--- src/rtl/tif_pkg.sv ---
// Shared types and constants for the TIF UART transmitter.
// Frame lengths cover both the 8N1 build and the TIF_PARITY_EN build.
package tif_pkg;

  typedef enum logic [2:0] {
    IDLE,
    START,
    DATA,
    PARITY,
    STOP
  } tif_state_t;

  localparam int TIF_DATA_BITS         = 8;
  localparam int TIF_FRAME_BITS_8N1    = TIF_DATA_BITS + 2;
  localparam int TIF_FRAME_BITS_PARITY = TIF_DATA_BITS + 3;

endpackage

--- src/rtl/tif_if.sv ---
// Byte handshake between a producer (master) and the TIF transmitter (slave).
interface tif_if;
  import tif_pkg::*;

  logic                     tx_vld;
  logic                     tx_rdy;
  logic [TIF_DATA_BITS-1:0] din;

  modport master (output tx_vld, output din, input tx_rdy);
  modport slave  (input tx_vld, input din, output tx_rdy);
endinterface

--- src/rtl/tif_bit_timer.sv ---
// Free-running bit-period counter: counts 0..BIT_CYCLES-1, wraps on terminal
// count, and is held at zero while clr is high.
module bit_timer #(
  parameter int BIT_CYCLES = 16
) (
  input  logic clk,
  input  logic rst,
  input  logic clr,
  output logic tc
);
  localparam int W = (BIT_CYCLES > 1) ? $clog2(BIT_CYCLES) : 1;
  localparam logic [W-1:0] LAST = W'(BIT_CYCLES - 1);

  logic [W-1:0] cnt_reg;

  assign tc = (cnt_reg == LAST);

  always_ff @(posedge clk or posedge rst) begin
    if (rst) begin
      cnt_reg <= '0;
    end else if (clr || tc) begin
      cnt_reg <= '0;
    end else begin
      cnt_reg <= cnt_reg + W'(1);
    end
  end
endmodule

--- src/rtl/tif.sv ---
// UART transmitter: one byte per valid/ready handshake, sent 8N1 LSB first.
// Define TIF_PARITY_EN to insert an even-parity bit before the stop bit.
module tif
  import tif_pkg::*;
#(
  parameter int BIT_CYCLES = 16
) (
  input  logic  clk,
  input  logic  rst,
  tif_if.slave  bus,
  output logic  txd
);
  tif_state_t               state_reg;
  logic [TIF_DATA_BITS-1:0] shift_reg;
  logic [2:0]               idx_reg;
  logic                     txd_reg;
  logic                     tc;
  logic                     take;
`ifdef TIF_PARITY_EN
  logic                     par_reg;
`endif

  // Ready in IDLE and in the last clock of STOP so frames can abut.
  assign bus.tx_rdy = (state_reg == IDLE) || ((state_reg == STOP) && tc);
  assign take       = bus.tx_vld && bus.tx_rdy;
  assign txd        = txd_reg;

  bit_timer #(.BIT_CYCLES(BIT_CYCLES)) u_timer (
    .clk (clk),
    .rst (rst),
    .clr (state_reg == IDLE),
    .tc  (tc)
  );

  always_ff @(posedge clk or posedge rst) begin
    if (rst) begin
      state_reg <= IDLE;
      shift_reg <= '0;
      idx_reg   <= '0;
      txd_reg   <= 1'b1;
`ifdef TIF_PARITY_EN
      par_reg   <= 1'b0;
`endif
    end else begin
      // Handshake is only possible in IDLE or the final STOP clock.
      if (take) begin
        state_reg <= START;
        shift_reg <= bus.din;
        idx_reg   <= '0;
        txd_reg   <= 1'b0;
`ifdef TIF_PARITY_EN
        par_reg   <= ^bus.din;
`endif
      end else if (tc) begin
        case (state_reg)
          START: begin
            state_reg <= DATA;
            txd_reg   <= shift_reg[0];
          end
          DATA: begin
            shift_reg <= shift_reg >> 1;
            if (idx_reg == 3'(TIF_DATA_BITS - 1)) begin
              idx_reg <= '0;
`ifdef TIF_PARITY_EN
              state_reg <= PARITY;
              txd_reg   <= par_reg;
`else
              state_reg <= STOP;
              txd_reg   <= 1'b1;
`endif
            end else begin
              idx_reg <= idx_reg + 3'd1;
              txd_reg <= shift_reg[1];
            end
          end
`ifdef TIF_PARITY_EN
          PARITY: begin
            state_reg <= STOP;
            txd_reg   <= 1'b1;
          end
`endif
          STOP: begin
            state_reg <= IDLE;
            txd_reg   <= 1'b1;
          end
          IDLE: begin
            txd_reg <= 1'b1;
          end
          default: begin
            state_reg <= IDLE;
            txd_reg   <= 1'b1;
          end
        endcase
      end
    end
  end
endmodule

--- src/flat_wrapper.sv ---
// flat-port wrapper written by rule: the top's interface ports become plain ports
module tif_flat import tif_pkg::*;
#(
  parameter int BIT_CYCLES = 16
)
  (clk, rst, txd, bus_tx_vld, bus_din, bus_tx_rdy);
  tif_if bus_i ();
  input  logic clk;
  input  logic rst;
  output logic txd;
  input wire logic [$bits(bus_i.tx_vld)-1:0] bus_tx_vld;
  input wire logic [$bits(bus_i.din)-1:0] bus_din;
  output wire logic [$bits(bus_i.tx_rdy)-1:0] bus_tx_rdy;
  assign bus_i.tx_vld = bus_tx_vld;
  assign bus_i.din = bus_din;
  assign bus_tx_rdy = bus_i.tx_rdy;
  tif #(.BIT_CYCLES(BIT_CYCLES)) u_core (.clk(clk), .rst(rst), .bus(bus_i), .txd(txd));
endmodule
--- config.mk ---
export PLATFORM = sky130hd
export DESIGN_NAME = tif_flat
export DESIGN_NICKNAME = d
export VERILOG_FILES = /design/src/rtl/tif_pkg.sv /design/src/rtl/tif_if.sv /design/src/rtl/tif_bit_timer.sv /design/src/rtl/tif.sv /design/src/flat_wrapper.sv
export SDC_FILE = /design/constraint.sdc
export NUM_CORES = 1
export LEC_CHECK = 0
export BUFFER_PORTS_ARGS = -buffer_cell sky130_fd_sc_hd__buf_2
export CAP_MARGIN = 20
export CELL_PAD_IN_SITES_DETAIL_PLACEMENT = 1
export CELL_PAD_IN_SITES_GLOBAL_PLACEMENT = 1
export CORE_MARGIN = 10
export CORE_UTILIZATION = 43
export CTS_CLUSTER_DIAMETER = 150
export DETAILED_ROUTE_END_ITERATION = 10
export GPL_TIMING_DRIVEN = 1
export PLACE_DENSITY_LB_ADDON = 0.1
export SLEW_MARGIN = 20
export SYNTH_ARGS = -nofsm -noshare
export SYNTH_HDL_FRONTEND = slang
export SYNTH_HIERARCHICAL = 1
export SYNTH_SLANG_ARGS = --single-unit
export TNS_END_PERCENT = 20
--- constraint.sdc ---
create_clock -name clk -period 2.5 [get_ports clk]
set_clock_uncertainty 0.05 [all_clocks]
set_input_delay 0 -clock clk [delete_from_list [all_inputs] [get_ports clk]]
set_output_delay 0 -clock clk [all_outputs]
set_load 0.05 [all_outputs]
==> out/results.ini, run 1 <==
[route]
routed_wl_um=2050
via_per_inst=5.328
drc=0
vias=682
firstDrtPassIters=4
wl_per_cell_um=16.02
drt_iter0_markers=30
drtAntennaViolNets=0

[floorplan]
die_y_um=66.59
rows=16
ios=13
coreArea_um2=2022
fp.dieW_um=66.59
die-area_um2=4434
initial_core_util_pct=46.16

[grt]
grt_overflow=0
grt_usage_pct=10.74
grt_max_degree=16
grt_pass1_wl_um=3670
grt_pass1_vias=776
grt_antenna_before_repair=0

[timing]
timing.final.crit_share_pct=75.43
rsz0062_at_grt=no
slew_violations=0
setup_tns_ns=0
slew_headroom_pct=59.86
setup_violations=0
fin_crit_ns=1.886
tightest_slew_ns=0.6014
hold_viol=0
fmax_mhz=530.3

[setup_path]
critPathLaunchType=flop
cp_max_fo=15
cp_data_arrival_time_ns=2.02
cp.required_ns=2.64
end_kind=flop
critPathKind=reg -> reg

[status]
status=complete, no violations

[yosys]
synth_top_family_by_area=simple AND/OR/NAND/NOR gates
yosysWarnings=6
syn_inst=78
synth-simple-area-share_pct=20.78
synth_top_area_share_pct=48.26
synth_area_um2=933.4
ys_ff_latch=19
synth_top_cell_by_area=dfrtp_1
synthMuxAreaShare_pct=1.206
synth_area_per_cell_um2=11.97
synth_xor_xnor_area_share_pct=0.9383
synth_fa_ha_area_share_pct=4.021
netlist_top_cells_area=dfrtp_1 48%, a221o_1 7.5%, ha_1 4.0%
yosysSeqAreaShare_pct=51.07
synthDistinctLibCells=31
syn_nets=92
synth_compound_area_share_pct=17.96

[layout]
area_growth_pct=20.24
layout_commonest_cell=dfrtp_1
n_antenna_cell=0
final_nets=116
layout_common_cells=18 x dfrtp_1, 12 x buf_2, 9 x dlygate4sd3_1, 7 x a221o_1
largest_reg_flops=8
drive_above_1_share_pct=28.71

[clocking]
cts_buffer_depth=2
clock_sinks=19
cts_buffers=3
post_cts_buffers=0
clkTransAtPathRegs_ns=0.10
cts_tree=yes
clk_latency_ns=0.30
htreeDepth=1
root_buffer=clkbuf_4

[power]
p_per_area_nw_per_um2=957.3
finalPower_w=0.001074
ir_worst_vdd_mv=0.5803
leakage_nw=0.5198

[worst_hold_path]
hold_path.class=in -> async

[job]
cap_viol_max_count=0

[placement]
gp_congestion=0.7535
io_buffers=12
hpwl_um=1471

## through the flow
| stage | std cells | setup slack, ns | hold slack, ns | area, µm² | utilization (%) |
|---|---|---|---|---|---|
| after floorplan | 78 | 0.6600 | -0.2839 | 933.4 | - |
| after global placement | 115 | 0.6807 | -0.1588 | 1005 | 49.69 |
| after detailed placement | 115 | 0.5987 | -0.1592 | 1005 | 49.69 |
| after CTS | 128 | 0.5976 | 0.05425 | 1122 | 55.51 |
| after global routing | 128 | 0.5048 | 0.08100 | 1122 | 55.51 |
| final | 128 | 0.6142 | 0.06570 | 1122 | 55.51 |
## what timing repair did
item	in CTS	in global routing
hold endpoints to repair	26	0
hold buffers	9	0
resized for setup	0	0
## where the power goes
| group | switching (W) | total (W) | internal [W] |
|---|---|---|---|
| registers | 0.000101 | 0.000532 | 0.000431 |
| logic | 0.000188 | 0.000386 | 0.000198 |
| clock network | 0.0000975 | 0.000157 | 0.0000596 |
## cell type report
class | instances | area (µm²)
clock inverters | 1 | 5.005
multi-input cells | 53 | 419.2
inverters | 4 | 15.01
fillers | 221 | 899.6
clock buffers | 3 | 22.52
repair buffers | 21 | 150.1
flip-flops and latches | 19 | 476.7
well taps | 27 | 33.78
## Yosys cell counts (all sizes together)
library cell	instances
nand2b	3
inv	4
a311oi	1
a31oi	2
xnor2	1
nor3	3
nor3b	1
buf	2
o41ai	1
and2b	1
dfstp	1
a22o	1
or4b	1
and3	2
and2	8
and4bb	1
nor2	4
nand2	4
a21o	2
o21ai	3
a211oi	1
or3b	1
ha	3
a21oi	1
dfrtp	18
a221o	7
mux2	1
## critical path, cell delays in order (launching register included)
cell and delay (ns):
dfrtp_1 0.41, ha_1 0.24, and3_4 0.24, and4bb_4 0.36
and2b_2 0.23, mux2_2 0.25
## logic make-up after synthesis
group | count (synthesis)
adders and majority gates | 3
muxes | 1
xor gates and xnor gates | 1
buffers and inverters | 6
AOI/OAI and AO/OA | 19
DFF | 19
and+or+nand+nor | 29
## final timing paths
kind                                                   to  slack (ns)                       from  cells after the start
worst max register to register        u_core/shift_reg[7]        0.61  u_core/u_timer/cnt_reg[0]                      5
worst min register to register  u_core/u_timer/cnt_reg[0]        0.45  u_core/u_timer/cnt_reg[0]                      1
worst max-delay path                  u_core/shift_reg[7]        0.61  u_core/u_timer/cnt_reg[0]                      5
worst min-delay path            u_core/u_timer/cnt_reg[1]        0.07                        rst                      3
max in group asynchronous             u_core/state_reg[1]        1.75                        rst                      3
min in group clk                               u_core/txd        0.10                 bus_tx_vld                      3
## per-layer routing
metal | GRT usage (%) | wire length [µm] | vias up
met3 | 3.344 | 107 | 2
met2 | 16.00 | 948 | 9
met4 | 7.068 | 32 | 0
met1 | 12.91 | 961 | 341
li1 | - | - | 330
met5 | 0 | 0 | -
Power figures use the tool's default switching activity.
==> run 2, diff against run 1 <==
- ABC_AREA: default -> 1
- CORE_UTILIZATION: 43 -> 37
- clock period: 2.5 -> 1.6 ns (I/O delays scaled with it)
==> run 2 against run 1 <==
Hold slack gained 0.041 ns. Critical path depth grew 4. Clock power grew 55%. Global-route usage shrank 0.59 points. Total power is 77% higher. First-iteration DRC count increased by 53%. Critical path type unchanged. Critical endpoint is now u_core/shift_reg[6].
==> out/results.ini, run 2 <==
[grt]
grt_usage_pct=10.14
grt_max_degree=16
grtUsageMet3_pct=2.177
grt_pass1_vias=971
grt_antenna_before_repair=0
grt_overflow=0
grt.met1_usage_pct=12.04
busiest_layer=met2
met2_usage_pct=17.69
grt_pass1_wl_um=4395

[timing]
setup_ws_ns=0.05691
timing.final.crit_share_pct=96.44
rsz0062_at_grt=yes
slew_headroom_pct=60.33
slew_violations=0
hold_viol=0
fin_crit_ns=1.543
fmax_mhz=648.1
setup_violations=0
tightest_slew_ns=0.5944

[setup_path]
critPathLaunch=u_core/u_timer/cnt_reg[0]
cp_max_fo=7
cp.required_ns=1.73
cp_data_arrival_time_ns=1.67
r2r-start=u_core/u_timer/cnt_reg[0]
r2r_slack_ns=0.06
critPathKind=reg -> reg
critPathLaunchType=flop
end_kind=flop

[power]
finalPower_w=0.001905
p_per_area_nw_per_um2=1407
ir_worst_vdd_mv=0.8656
leakage_nw=0.7047

[yosys]
synthArstFlopShare_pct=100.0
yosysMostFrequentCell=nand2_1
syn_nets=136
synth_area_um2=1017
synthDistinctLibCells=21
synth_top_cell_by_area=dfrtp_1
netlist_top_cells_area=dfrtp_1 44%, nand2_1 14%, nand3_1 10%
synth_ff_type=dfrtp_1
syn_inst=122
synth_top_area_share_pct=44.28
yosysWarnings=6
synth_edf_count=0
synth_area_per_cell_um2=8.338
synthTopCellsByCount=39 x nand2_1, 21 x nand3_1, 18 x dfrtp_1
ys_ff_latch=19
yosysSeqAreaShare_pct=46.86

[worst_hold_path]
min_from=bus_tx_vld
hold_path.class=in -> reg

[route]
via_per_inst=4.768
drc=0
drtAntennaViolNets=0
wl_per_cell_um=13.85
vias=882
firstDrtPassIters=4
routed_wl_um=2562
drt_iter0_markers=46

[layout]
final_nets=170
area_growth_pct=33.09
drive_above_1_share_pct=32.26
largest_reg_flops=8
layout_common_cells=37 x nand2_1, 18 x nand3_1, 18 x dfrtp_1, 11 x buf_2
layout_commonest_cell=nand2_1
n_antenna_cell=0

[clocking]
htreeDepth=1
cts_tree=yes
cts_buffers=3
root_buffer=clkbuf_4
clk_latency_ns=0.29
cts_buffer_depth=2
clkTransAtPathRegs_ns=0.10
clock_sinks=19

[floorplan]
die-area_um2=5247
fp.dieW_um=72.44
rows=18
initial_core_util_pct=39.97
ios=13
die_y_um=72.44
coreArea_um2=2545

[placement]
post-place-ws_ns=0.05354
hpwl_um=1917
gp_congestion=0.7406
io_buffers=12

[status]
status=complete, no violations

[job]
cap_viol_max_count=0

-- run 2: area by class of cell --
type | instances | area, µm²
fill | 313 | 1191
multi-input combinational | 89 | 531.8
inverter | 13 | 53.80
tap | 30 | 37.54
timing repair buffer | 30 | 227.7
sequential | 19 | 476.7
clock buffer | 4 | 26.28
-- run 2: cell families after synthesis --
family / count (synthesis) / synth area share [%]
AO/OA/AOI/OAI: 2 / 2.337
adder cells (fa/ha/maj): 3 / 3.690
buffers and inverters: 14 / 5.904
flip-flops: 19 / 46.86
multiplexers: 1 / 0.9840
AND/OR/NAND/NOR: 83 / 40.22
-- run 2: through the flow --
| step | cell area (µm²) | setup TNS (ns) | hold slack, ns | cells | util [%] |
|---|---|---|---|---|---|
| after floorplan | 1021 | -0.1213 | -0.2839 | 122 | - |
| after CTS | 1300 | 0 | 0.07512 | 184 | 51.08 |
| after detailed placement | 1152 | 0 | -0.1429 | 169 | 45.28 |
| after global routing | 1354 | -0.4075 | 0.1099 | 185 | 53.20 |
| after global placement | 1152 | 0 | -0.1510 | 169 | 45.28 |
| final | 1354 | 0 | 0.1069 | 185 | 53.20 |
-- run 2: path summary, 6_finish.rpt --
path                                                   to  cells after the start
worst max register to register        u_core/shift_reg[6]                      9
worst max-delay path                  u_core/shift_reg[6]                      9
max in group asynchronous               u_core/idx_reg[0]                      3
worst min-delay path                    u_core/idx_reg[0]                      4
min in group asynchronous       u_core/u_timer/cnt_reg[0]                      3
worst min register to register          u_core/idx_reg[0]                      1
-- run 2: metal layers --
metal / part of all wire [%] / up-vias
met5: 0 / -
met4: 0.74 / 0
met3: 2.8 / 2
met2: 51 / 9
met1: 46 / 413
li1: - / 458
-- run 2: worst max-delay path, stage by stage (launching register included) --
cell	delay (ns)
dfrtp_1	0.37
ha_2	0.20
nand2_2	0.08
nor2_4	0.15
clkinv_4	0.08
nand2_4	0.07
nand3_4	0.11
buf_6	0.17
nand3_1	0.07
nand3_1	0.07
-- run 2: what timing repair did --
item | in CTS | in global routing
buffers inserted | 3 | 1
endpoints found under the setup margin | 1 | 13
resized for setup | 5 | 13
hold endpoints to repair | 26 | 0
pin swaps | 2 | 6
cloned | 0 | 0
hold buffers | 9 | 0
-- run 2: power breakdown --
group          switching [W]  internal, W  leakage [nW]
registers           0.000140     0.000651         0.240
clock network       0.000147    0.0000969        0.0150
logic               0.000493     0.000376         0.450
==> run 3, diff against run 2 <==
- CORE_UTILIZATION: 37 -> 38
- SYNTH_HIERARCHICAL: 1 -> default
==> run 3 against run 2 <==
Fmax up 1.4%. First-iteration DRC count down 37%. Total power down 59%. Sequential cell count unchanged. Design area down 1.1%. Count of clock-buffer cells in the layout unchanged. Critical endpoint is now u_core.shift_reg[3].
==> out/results.ini, run 3 <==
[placement]
dpl_cell_area_um2=1151
io_buffers=12
numPlacedInstances=159
hpwl_um=1765
gp_congestion=0.7677

[setup_path]
r2r_slack_ns=0.08
cp_max_fo=13
r2r_cells=8
cp.required_ns=1.80
critPathLaunchType=flop
critPathKind=reg -> reg
reg2reg_to=u_core.shift_reg[3]
r2r-start=u_core.u_timer.cnt_reg[0]
cp_data_arrival_time_ns=1.73
end_kind=flop

[layout]
largest_reg_flops=8
final_nets=161
final-instance-count-excl-fill=177
final_area_um2=1339
drive_above_1_share_pct=32.19
area_growth_pct=25.73
n_antenna_cell=0
final_util_pct=49.40
layout_common_cells=28 x nand2_1, 18 x dfrtp_1, 12 x nand3_2, 11 x buf_2
layout_commonest_cell=nand2_1

[yosys]
synthTopCellsByCount=29 x nand2_1, 18 x dfrtp_1, 11 x nand3_1, 11 x nand3_2, 10 x inv_1
synth_ff_type=dfrtp_1
synth_top_cell_by_area=dfrtp_1
syn_nets=131
synth_edf_count=0
synthArstFlopShare_pct=100.0
yosysMostFrequentCell=nand2_1
synth_top_area_share_pct=42.30
ys_ff_latch=19
synth_area_um2=1065
yosysSeqAreaShare_pct=44.77
netlist_top_cells_area=dfrtp_1 42%, nand3_2 10%, nand2_1 10%
syn_inst=117
synthDistinctLibCells=20
synth_area_per_cell_um2=9.101
yosysWarnings=0

[grt]
met2_usage_pct=16.76
grt.met1_usage_pct=12.35
grt_overflow=0
grt_usage_pct=10.58
grt_pass1_vias=937
grt_max_degree=20
grtUsageMet3_pct=2.585
grt_antenna_before_repair=0
busiest_layer=met2
grt_pass1_wl_um=4416

[power]
finalPower_w=0.0007810
leakage_nw=0.6705
ir_worst_vdd_mv=0.4347
p_per_area_nw_per_um2=583.4

[timing]
hold_viol=0
whs_ns=0.1946
fin_crit_ns=1.522
slew_violations=0
tightest_slew_ns=0.2632
slew_headroom_pct=82.46
timing.final.crit_share_pct=95.12
rsz0062_at_grt=yes
fmax_mhz=657.1
setup_violations=0

[clocking]
clk_latency_ns=0.30
clkTransAtPathRegs_ns=0.11
clock_sinks=19
root_buffer=clkbuf_4
cts_buffer_depth=2
cts_tree=yes
cts_buffers=3
htreeDepth=1

[worst_hold_path]
hold_path.class=in -> async

[route]
drt_iter0_markers=29
firstDrtPassIters=4
drtAntennaViolNets=0
via_per_inst=4.904
drc=0
routed_wl_um=2543
vias=868
wl_per_cell_um=14.37

[status]
status=complete, no violations

[floorplan]
ios=13
coreArea_um2=2710
die-area_um2=5320
fp.dieW_um=72.94
initial_core_util_pct=39.29
die_y_um=72.94
rows=19

[job]
cap_viol_max_count=0

[run 3: cell count changes after synthesis, sizes merged, moves of 2 or more]
cell	change
o21ai	+7
nand3b	+2
nand4	-3
nand3	+2
buf	+2
nand2	-12
[run 3: logic make-up (layout without fill, tap and decap cells)]
kind of cell | count (synthesis) | in the layout | synth area share (%)
AO/OA/AOI/OAI | 7 | 7 | 3.290
XOR/XNOR | 2 | 2 | 1.645
adder cells (fa/ha/maj) | 3 | 3 | 3.526
buffers and inverters | 15 | 44 | 6.816
flip-flops | 19 | 19 | 44.77
AND/OR/NAND/NOR | 71 | 71 | 39.95
[run 3: worst max path at each step]
stage | from | endpoint | slack (ns) | depth (start not counted)
after floorplan | u_core.u_timer.cnt_reg[0] | u_core.shift_reg[2] | 0.1 | 8
after global placement | u_core.u_timer.cnt_reg[0] | u_core.idx_reg[0] | 0.14 | 8
after detailed placement | u_core.u_timer.cnt_reg[0] | u_core.idx_reg[1] | 0.1 | 8
after CTS | u_core.u_timer.cnt_reg[0] | bus_tx_rdy | 0.04 | 6
after global routing | u_core.u_timer.cnt_reg[1] | u_core.shift_reg[3] | -0.01 | 8
final | u_core.u_timer.cnt_reg[0] | u_core.shift_reg[3] | 0.08 | 8
[run 3: critical path, stage by stage (launching register included)]
cell and delay (ns):
dfrtp_1 0.38, ha_2 0.22, nand3_4 0.13, buf_4 0.17
nand2_4 0.10, nand3_4 0.19, nand3_1 0.14, nand2_1 0.05
inv_1 0.04
[run 3: power by group]
part	switching (W)	internal (W)
combinational	0.0000205	0.0000270
sequential	0	0.000480
clock	0.000156	0.0000973
total	0.000177	0.000604
[run 3: through the flow]
stage | TNS [ns] | setup WS (ns)
2_1_floorplan | 0 | 0.09719
3_3_place_gp | 0 | 0.1395
3_5_place_dp | 0 | 0.09947
4_1_cts | 0 | 0.04215
5_1_grt | -0.01445 | -0.009539
6_report | 0 | 0.07816
[run 3: area by class of cell]
class,count,area [µm²]
Clock buffer,4,26.28
Multi-Input combinational cell,83,530.5
Fill cell,341,1371
Tap cell,31,38.79
Timing Repair Buffer,28,219.0
Sequential cell,19,476.7
Inverter,12,47.55
[run 3: repair_timing]
item	in CTS	in global routing
pin swaps	1	2
setup endpoints to repair	1	4
gates resized for setup	5	4
hold buffers	10	0
hold endpoints to repair	27	0
buffers inserted	3	1
[run 3: routing by layer]
| layer | vias up | part of all wire, % |
|---|---|---|
| met5 | - | 0 |
| met4 | 0 | 3.1 |
| met3 | 6 | 4.2 |
| met2 | 17 | 47 |
| met1 | 413 | 45 |
| li1 | 432 | - |
